**config.mk**
```make
export PLATFORM = sky130hd
export DESIGN_NAME = audio_mem_scheduler
export DESIGN_NICKNAME = d
export VERILOG_FILES = /design/src/rtl/audio_mem_pkg.sv /design/src/rtl/word_ptr_counter.sv /design/src/rtl/audio_mem_scheduler.sv
export SDC_FILE = /design/constraint.sdc
export NUM_CORES = 1
export LEC_CHECK = 0
export BUFFER_PORTS_ARGS = -buffer_cell sky130_fd_sc_hd__buf_2
export CAP_MARGIN = 20
export CORE_MARGIN = 2
export CORE_UTILIZATION = 55
export DETAILED_ROUTE_END_ITERATION = 12
export PLACE_DENSITY_LB_ADDON = 0.2
export SYNTH_ARGS = -nofsm -noshare
export SYNTH_HDL_FRONTEND = slang
export SYNTH_SLANG_ARGS = --single-unit
export TNS_END_PERCENT = 10
```
**constraint.sdc**
```tcl
create_clock -name clk -period 5.4 [get_ports clk]
set_clock_uncertainty 0.15 [all_clocks]
set_input_delay 0.81 -clock clk [delete_from_list [all_inputs] [get_ports clk]]
set_output_delay 0.81 -clock clk [all_outputs]
set_load 0.01 [all_outputs]
```
**src/rtl/audio_mem_pkg.sv**
```systemverilog
// Shared defaults, FSM encoding and write-enable constants for the audio memory scheduler.
package audio_mem_pkg;
  localparam int MEM_WORDS_DEF = 937;
  localparam int ADDR_W_DEF    = 10;

  localparam logic [3:0] WE_ALL  = 4'hF;
  localparam logic [3:0] WE_NONE = 4'h0;

  typedef enum logic [2:0] {
    IDLE,
    REC,
    PLAY_WAIT,
    PLAY_RD,
    PLAY_CAP
  } state_t;
endpackage

```
**src/rtl/word_ptr_counter.sv**
```systemverilog
// Clearable, incrementing word pointer with a terminal-count flag against a runtime limit.
// Clear wins over increment; the flag is combinational from the current count.
module word_ptr_counter #(
  parameter int W = 10
) (
  input  logic         clk,
  input  logic         reset,
  input  logic         i_clr,
  input  logic         i_inc,
  input  logic [W-1:0] i_limit,
  output logic [W-1:0] o_cnt,
  output logic         o_tc
);
  logic [W-1:0] r_cnt;

  always_ff @(posedge clk or posedge reset) begin
    if (reset) begin
      r_cnt <= '0;
    end else if (i_clr) begin
      r_cnt <= '0;
    end else if (i_inc) begin
      r_cnt <= r_cnt + W'(1);
    end
  end

  assign o_cnt = r_cnt;
  assign o_tc  = (r_cnt == i_limit);
endmodule

```
**src/rtl/audio_mem_scheduler.sv**
```systemverilog
// Records mic words into a shared BRAM and plays them back; play_word_valid follows play_word_req by 3 cycles.
// Define AUDIO_LOOP_PLAYBACK_EN to wrap playback to word 0 instead of stopping after the last word.
module audio_mem_scheduler
  import audio_mem_pkg::*;
#(
  parameter int MEM_WORDS = MEM_WORDS_DEF,
  parameter int ADDR_W    = ADDR_W_DEF
) (
  input  logic              clk,
  input  logic              reset,
  input  logic              rec_btn,
  input  logic              play_btn,
  input  logic              mic_word_valid,
  input  logic [31:0]       mic_word,
  input  logic              play_word_req,
  input  logic [31:0]       bram_dout,
  output logic [ADDR_W-1:0] bram_addr,
  output logic [3:0]        bram_we,
  output logic [31:0]       bram_din,
  output logic [31:0]       play_word,
  output logic              play_word_valid,
  output logic              rec_busy,
  output logic              play_busy,
  output logic [ADDR_W-1:0] rec_len
);
  state_t            r_state;
  logic [ADDR_W-1:0] r_bram_addr;
  logic [3:0]        r_bram_we;
  logic [31:0]       r_bram_din;
  logic [31:0]       r_play_word;
  logic              r_play_word_valid;
  logic              r_rec_busy;
  logic              r_play_busy;
  logic [ADDR_W-1:0] r_rec_len;

  logic [ADDR_W-1:0] w_wr_ptr, w_rd_ptr, w_rd_limit;
  logic              w_wr_tc, w_rd_tc;
  logic              w_wr_clr, w_wr_inc, w_rd_clr, w_rd_inc;
  logic              w_play_start, w_deliver;

  assign w_play_start = (r_state == IDLE) && !rec_btn && play_btn && (r_rec_len != '0);
  assign w_deliver    = (r_state == PLAY_CAP) && !play_btn;
  assign w_wr_clr     = (r_state == IDLE) && rec_btn;
  assign w_wr_inc     = (r_state == REC) && mic_word_valid && !w_wr_tc;
`ifdef AUDIO_LOOP_PLAYBACK_EN
  assign w_rd_clr     = w_play_start || (w_deliver && w_rd_tc);
`else
  assign w_rd_clr     = w_play_start;
`endif
  assign w_rd_inc     = w_deliver && !w_rd_tc;
  assign w_rd_limit   = r_rec_len - ADDR_W'(1);

  // Write pointer stops at the last BRAM word so it can never wrap.
  word_ptr_counter #(.W(ADDR_W)) u_wr_ptr (
    .clk     (clk),
    .reset   (reset),
    .i_clr   (w_wr_clr),
    .i_inc   (w_wr_inc),
    .i_limit (ADDR_W'(MEM_WORDS - 1)),
    .o_cnt   (w_wr_ptr),
    .o_tc    (w_wr_tc)
  );

  word_ptr_counter #(.W(ADDR_W)) u_rd_ptr (
    .clk     (clk),
    .reset   (reset),
    .i_clr   (w_rd_clr),
    .i_inc   (w_rd_inc),
    .i_limit (w_rd_limit),
    .o_cnt   (w_rd_ptr),
    .o_tc    (w_rd_tc)
  );

  always_ff @(posedge clk or posedge reset) begin
    if (reset) begin
      r_state           <= IDLE;
      r_bram_addr       <= '0;
      r_bram_we         <= WE_NONE;
      r_bram_din        <= '0;
      r_play_word       <= '0;
      r_play_word_valid <= 1'b0;
      r_rec_busy        <= 1'b0;
      r_play_busy       <= 1'b0;
      r_rec_len         <= '0;
    end else begin
      r_bram_we         <= WE_NONE;
      r_play_word_valid <= 1'b0;
      case (r_state)
        IDLE: begin
          if (rec_btn) begin
            r_state    <= REC;
            r_rec_busy <= 1'b1;
          end else if (w_play_start) begin
            r_state     <= PLAY_WAIT;
            r_play_busy <= 1'b1;
          end
        end
        REC: begin
          if (mic_word_valid) begin
            r_bram_we   <= WE_ALL;
            r_bram_din  <= mic_word;
            r_bram_addr <= w_wr_ptr;
          end
          // A word arriving with the stop request still counts toward the length.
          if (rec_btn || (mic_word_valid && w_wr_tc)) begin
            r_rec_len  <= w_wr_ptr + ADDR_W'(mic_word_valid);
            r_state    <= IDLE;
            r_rec_busy <= 1'b0;
          end
        end
        PLAY_WAIT: begin
          if (play_btn) begin
            r_state     <= IDLE;
            r_play_busy <= 1'b0;
          end else if (play_word_req) begin
            r_state     <= PLAY_RD;
            r_bram_addr <= w_rd_ptr;
          end
        end
        PLAY_RD: begin
          if (play_btn) begin
            r_state     <= IDLE;
            r_play_busy <= 1'b0;
          end else begin
            r_state <= PLAY_CAP;
          end
        end
        PLAY_CAP: begin
          if (play_btn) begin
            r_state     <= IDLE;
            r_play_busy <= 1'b0;
          end else begin
            r_play_word       <= bram_dout;
            r_play_word_valid <= 1'b1;
`ifdef AUDIO_LOOP_PLAYBACK_EN
            r_state <= PLAY_WAIT;
`else
            if (w_rd_tc) begin
              r_state     <= IDLE;
              r_play_busy <= 1'b0;
            end else begin
              r_state <= PLAY_WAIT;
            end
`endif
          end
        end
        default: begin
          r_state     <= IDLE;
          r_rec_busy  <= 1'b0;
          r_play_busy <= 1'b0;
        end
      endcase
    end
  end

  assign bram_addr       = r_bram_addr;
  assign bram_we         = r_bram_we;
  assign bram_din        = r_bram_din;
  assign play_word       = r_play_word;
  assign play_word_valid = r_play_word_valid;
  assign rec_busy        = r_rec_busy;
  assign play_busy       = r_play_busy;
  assign rec_len         = r_rec_len;
endmodule
```
After elaboration in Yosys (flattened, before gate mapping) --
Index checks and enable logic that the tools add are counted.
Storage, ports and cells: input port bits 70, word-level logic and storage cells 93, output and inout bits 91, flip-flop bits (word level) 114
Cells by class: eq/ne operators 17, bitwise gates (word level) 3, add/sub/neg operators 4, mux-type cells 30, reductions and logical operators 28
Operators by type and width (number):
- $mux W10 | 7
- $add A10 B1 Y10 const B | 2
- $pmux W10 S2 | 1
- $mux W3 | 6
- $pmux W3 S5 | 1
- $add A10 B1 Y10 | 1
- $eq A10 B10 Y1 | 1
- $eq A10 B10 Y1 const B | 1
- $ne A2 B2 Y1 const B | 5
- $reduce_bool A10 Y1 | 1
- $sub A10 B1 Y10 const B | 1
- $logic_and A1 B1 Y1 | 9
- $mux W1 | 9
- $mux W4 | 2
- $eq A3 B2 Y1 const B | 2
- $ne A2 B1 Y1 const B | 3
- $ne A3 B3 Y1 const B | 2
- $reduce_and A2 Y1 | 3
- $reduce_and A3 Y1 | 2
- $reduce_bool A2 Y1 | 3
- $reduce_and A5 Y1 | 1
- $logic_not A1 Y1 | 4
- $mux W2 | 2
- $pmux W1 S4 | 1
- 10 further kinds | 12

Logic depth before layout (Yosys ltp) --
depth after elaboration 7, gate-level depth with buffers 11, depth with buffers taken out 9

Modules after synthesis --
From an unflattened synthesis, not the netlist that was laid out.
Second synthesis, totals: cells, all modules 429, area total of the unflattened synthesis 5486.5 µm²
By module, submodules not included:
- audio_mem_scheduler | area each 4257.8 µm², times used 1, cells an instance 301, sequential area each 2277.2 µm²
- word_ptr_counter | area each 614.3 µm², times used 2, cells an instance 64, sequential area each 250.2 µm²

Least setup slack after synthesis --
OpenSTA, ideal clock, no wires.
kind reg-to-reg, start point reg r_rec_len[2], in the netlist rec_len[2], end point reg u_rd_ptr.r_cnt[1], in the netlist u_rd_ptr.o_cnt[1], clock period less this slack 2.878 ns, arrival time 2.603 ns, path buffers 1, stages on the path, launching flop included 9, data required time 5.125 ns, setup slack 2.522 ns, library setup time 0.125 ns, path through dfrtp_1 buf_6 or4_4 or4b_1 a211oi_1 a31oi_1 a211oi_4 nor2_2 mux2_4
On the way: cells in the longest elaborated chain, start to end 5, elaborated cells on any way between the ends 8, classes of those cells 1 x add/sub; 1 x eq/ne; 1 x mux; 5 x reduce/logical
RTL lines:
- from (decl) | RTL line audio_mem_scheduler.sv:34 | logic [ADDR_W-1:0] r_rec_len;
- from (signal assigned) | RTL line audio_mem_scheduler.sv:106 | r_rec_len <= w_wr_ptr + ADDR_W'(mic_word_valid);
- $sub A10 B1 Y10 | RTL line audio_mem_scheduler.sv:51 | assign w_rd_limit = r_rec_len - ADDR_W'(1);
- $eq A10 B10 Y1 | RTL line word_ptr_counter.sv:27 | assign o_tc = (r_cnt == i_limit);
- $logic_not A1 Y1 | RTL line audio_mem_scheduler.sv:50 | assign w_rd_inc = w_deliver && !w_rd_tc;
- $logic_and A1 B1 Y1 | RTL line audio_mem_scheduler.sv:50
- $reduce_bool A2 Y1 (no line)
- to (signal assigned) | RTL line word_ptr_counter.sv:22 | r_cnt <= r_cnt + W'(1);
- to (decl) | RTL line word_ptr_counter.sv:14 | logic [W-1:0] r_cnt;
Several ways; a longest one is shown, not always the timed one. A chain may end at the register's enable or synchronous reset.

Final worst setup path --
Same ends and word-level chain as after synthesis.

==> impl_metrics.toml <==
[place]
placement.cell_area_sq_um = 5930
portBuffers = 160
hpwl_mm = 8.47
place_inst = 739
gp_congestion = 0.963
post-place-ws_ns = 1.93

[logic_synthesis]
synth_cell_type_count = 53
ys.flop_type = "dfrtp_1"
synth_top_area_share_pct = 54.3
yosysWarnings = 0
syn_inst = 496
synth_nets = 573
synth-seq-area-share_pct = 54.3
syn_avg_cell_area_sq_um = 10.3
syn_area_sq_um = 5110
synth_area_leaders = "dfrtp_1 54%, nand2_1 8.9%, mux2_2 7.3%"
synth_edf_count = 0
synth-seq-cells = 111
yosys.area.top_type = "dfrtp_1"
async_flop_share_pct = 100

[setup_path]
r2r_cells = 7
path_cells = "or4_4 -> or4b_1 -> a211oi_1 -> a31oi_1 -> a211oi_4 -> nor2_2 -> mux2_4"
crit_slowest_cell = "a211oi_4"
rr_endpoint = "u_rd_ptr.o_cnt[1]"
r2r_setup_slack_ns = 2.16
crit_arrival_ns = 3.35
critPathBufInv = 0
worstPathMaxFanout = 17
cpPeakStageDelay_ns = 0.61
crit-reg2reg-launch = "rec_len[2]"
crit_family = "simple AND/OR/NAND/NOR gates"
timing.critical_path.required_ns = 5.51
crit_type = "flip-flop to flip-flop"
crit_path_start_kind = "flip-flop"
critPathCaptureType = "flip-flop"

[floorplan]
fp-row-count = 35
ioPinCount = 161
start_util_pct = 56.1
core-area_sq_um = 9110
die_x_um = 100
die_y_um = 100
die_area_sq_um = 10100

[clock_network]
cts_setup_buffers = 0
cts-resized-gates = 0
cts.path.max_buffers = 2
cts.reportedPaths.clkPinSlew_ns = 0.10
cts_num_sinks = 111
cts_hold_buf = 0
cts_tree = "done"
clockRootBuffer = "clkbuf_8"
cts_buffers = 9
cts.htree.levels = 3
clk_latency_ns = 0.37

[drt]
vias_per_cell = 5.39
wl_per_cell_um = 15.5
vias = 4068
ant_nets = 0
drt_iter0_markers = 184
first_pass_iters = 4
route.detailed.drc = 0
wirelength_mm = 11.7

[job]
drv_cap = 0

[worst_hold_path]
holdPathStages = 2
min_from = "bram_addr[6]"
hold_path.class = "flip-flop to flip-flop"
min_to = "bram_addr[6]"

[layout]
design_area_sq_um = 6140
nets = 717
area_growth_syn_to_layout_pct = 20.1
antenna_cells = 0
post_route_cells_drive_above_1_share_pct = 36.2
fillers = 771
stdcell_count = 755

[grt]
grt_pass1_wl_mm = 19.0
grt_max_degree = 72
overflow = 0
antenna_found_initial = 0
grt_usage_pct = 23.9
grt_pass1_vias = 3964

[timing]
worst_pin_slew_ns = 0.925
finalHoldViolations = 0
period_share_pct = 60.0
final.setup.worst_slack_ns = 2.16
fmax_mhz = 309
whs_ns = 0.333
relSlewSlack_pct = 38.0
fin_tns_setup_ns = 0
finalCriticalPeriod_ns = 3.24
final-setup-viol-count = 0
final_max_slew_viol_count = 0
rsz0062_at_grt = "no"

[pwr]
peakVddDrop_uv = 254
p_per_area_nw_per_um2 = 467
leakage_uw = 0.00308

[status]
outcome = "complete, no violations"
per-layer routing:
layer,GRT usage (%),share of wire [%],up-vias,wire [um]
met4,7.06,1.5,0,174
met5,0,0,-,0
met1,32.3,43,1960,4990
met3,6.20,7.0,16,818
met2,38.5,49,135,5750
li1,-,-,1957,-
worst min-delay path: cells and delay by family, from the launching register on:
kind,cells,cell delay [ns]
compound gates,1,0.06
simple gates,1,0.05
flops,1,0.35
placed cells by master (no fill, tap or decap), types with 7 or more instances in the layout:
cell type,count
a21oi_1,17
buf_2,160
clkbuf_8,9
dfrtp_1,111
ha_1,7
inv_1,9
mux2_2,33
mux2i_1,13
nand2_1,121
nand3_1,9
nand4_1,7
nor2_1,30
o21ai_0,16
o31ai_1,8
xnor2_1,13
xor2_1,12
power breakdown:
part           leakage, uW  switching, uW  internal, uW  total [uW]
logic              0.00155            553           489        1040
registers          0.00143            210          1100        1310
clock network    0.0000997            295           221         516
how the worst max path moves through the flow:
stage / startpoint / end / slack (ns) / cells past startpoint
floorplan: reset / bram_addr[0] / 1.51 / 1
global placement: play_btn / u_rd_ptr.o_cnt[7] / 2.02 / 10
detailed placement: play_btn / u_rd_ptr.o_cnt[7] / 1.93 / 10
CTS: rec_len[2] / u_rd_ptr.o_cnt[1] / 2.16 / 7
global route: rec_len[2] / u_rd_ptr.o_cnt[1] / 1.96 / 7
finish: rec_len[2] / u_rd_ptr.o_cnt[1] / 2.16 / 7
sequential cells by signal (all words and copies together), names as in the netlist:
name             count
play_word_valid      1
u_wr_ptr.o_cnt      10
bram_din            32
u_rd_ptr.o_cnt      10
rec_busy             1
r_state              3
bram_we              1
play_busy            1
bram_addr           10
rec_len             10
play_word           32
final cells by class:
type	count	area (sq um)	share of cell area, %
Sequential cell	111	2780	45.3
Multi-Input combinational cell	341	2130	34.7
Timing Repair Buffer	166	850	13.8
Tap cell	111	139	2.26
Clock buffer	9	124	2.02
Clock inverter	6	77.6	1.26
Inverter	11	43.8	0.713
kinds of logic (layout without fill, tap and decap cells):
logic type,Yosys count,count (layout),share of synthesized area (%)
AOI/OAI and AO/OA,62,62,7.98
xor gates and xnor gates,25,25,4.28
adders and majority gates,7,7,1.71
buffers and inverters,44,192,4.04
DFF,111,111,54.3
muxes,47,47,10.1
and+or+nand+nor,200,200,17.5
cells in the mapped netlist (all sizes together), types with 2 or more instances:
cell type  number
mux2           34
nand4           7
o31ai           8
or4             7
xnor2          13
o21ai          18
a21oi          23
a31oi           2
xor2           12
mux2i          13
a211oi          2
nor4            2
nor3            3
clkbuf         21
buf            11
nand2         121
nor2           31
or3             6
dfrtp         111
ha              7
nand4b          2
and3            3
inv            10
nand3           9
through the flow:
step / power [uW] / utilization (%)
final: 2860 / 67.4
after global routing: 3050 / 67.4
after CTS: 2880 / 67.3
after detailed placement: 2360 / 65.1
after global placement: 2320 / 65.1
after floorplan: 1960 / -
Power figures use the tool's default switching activity.
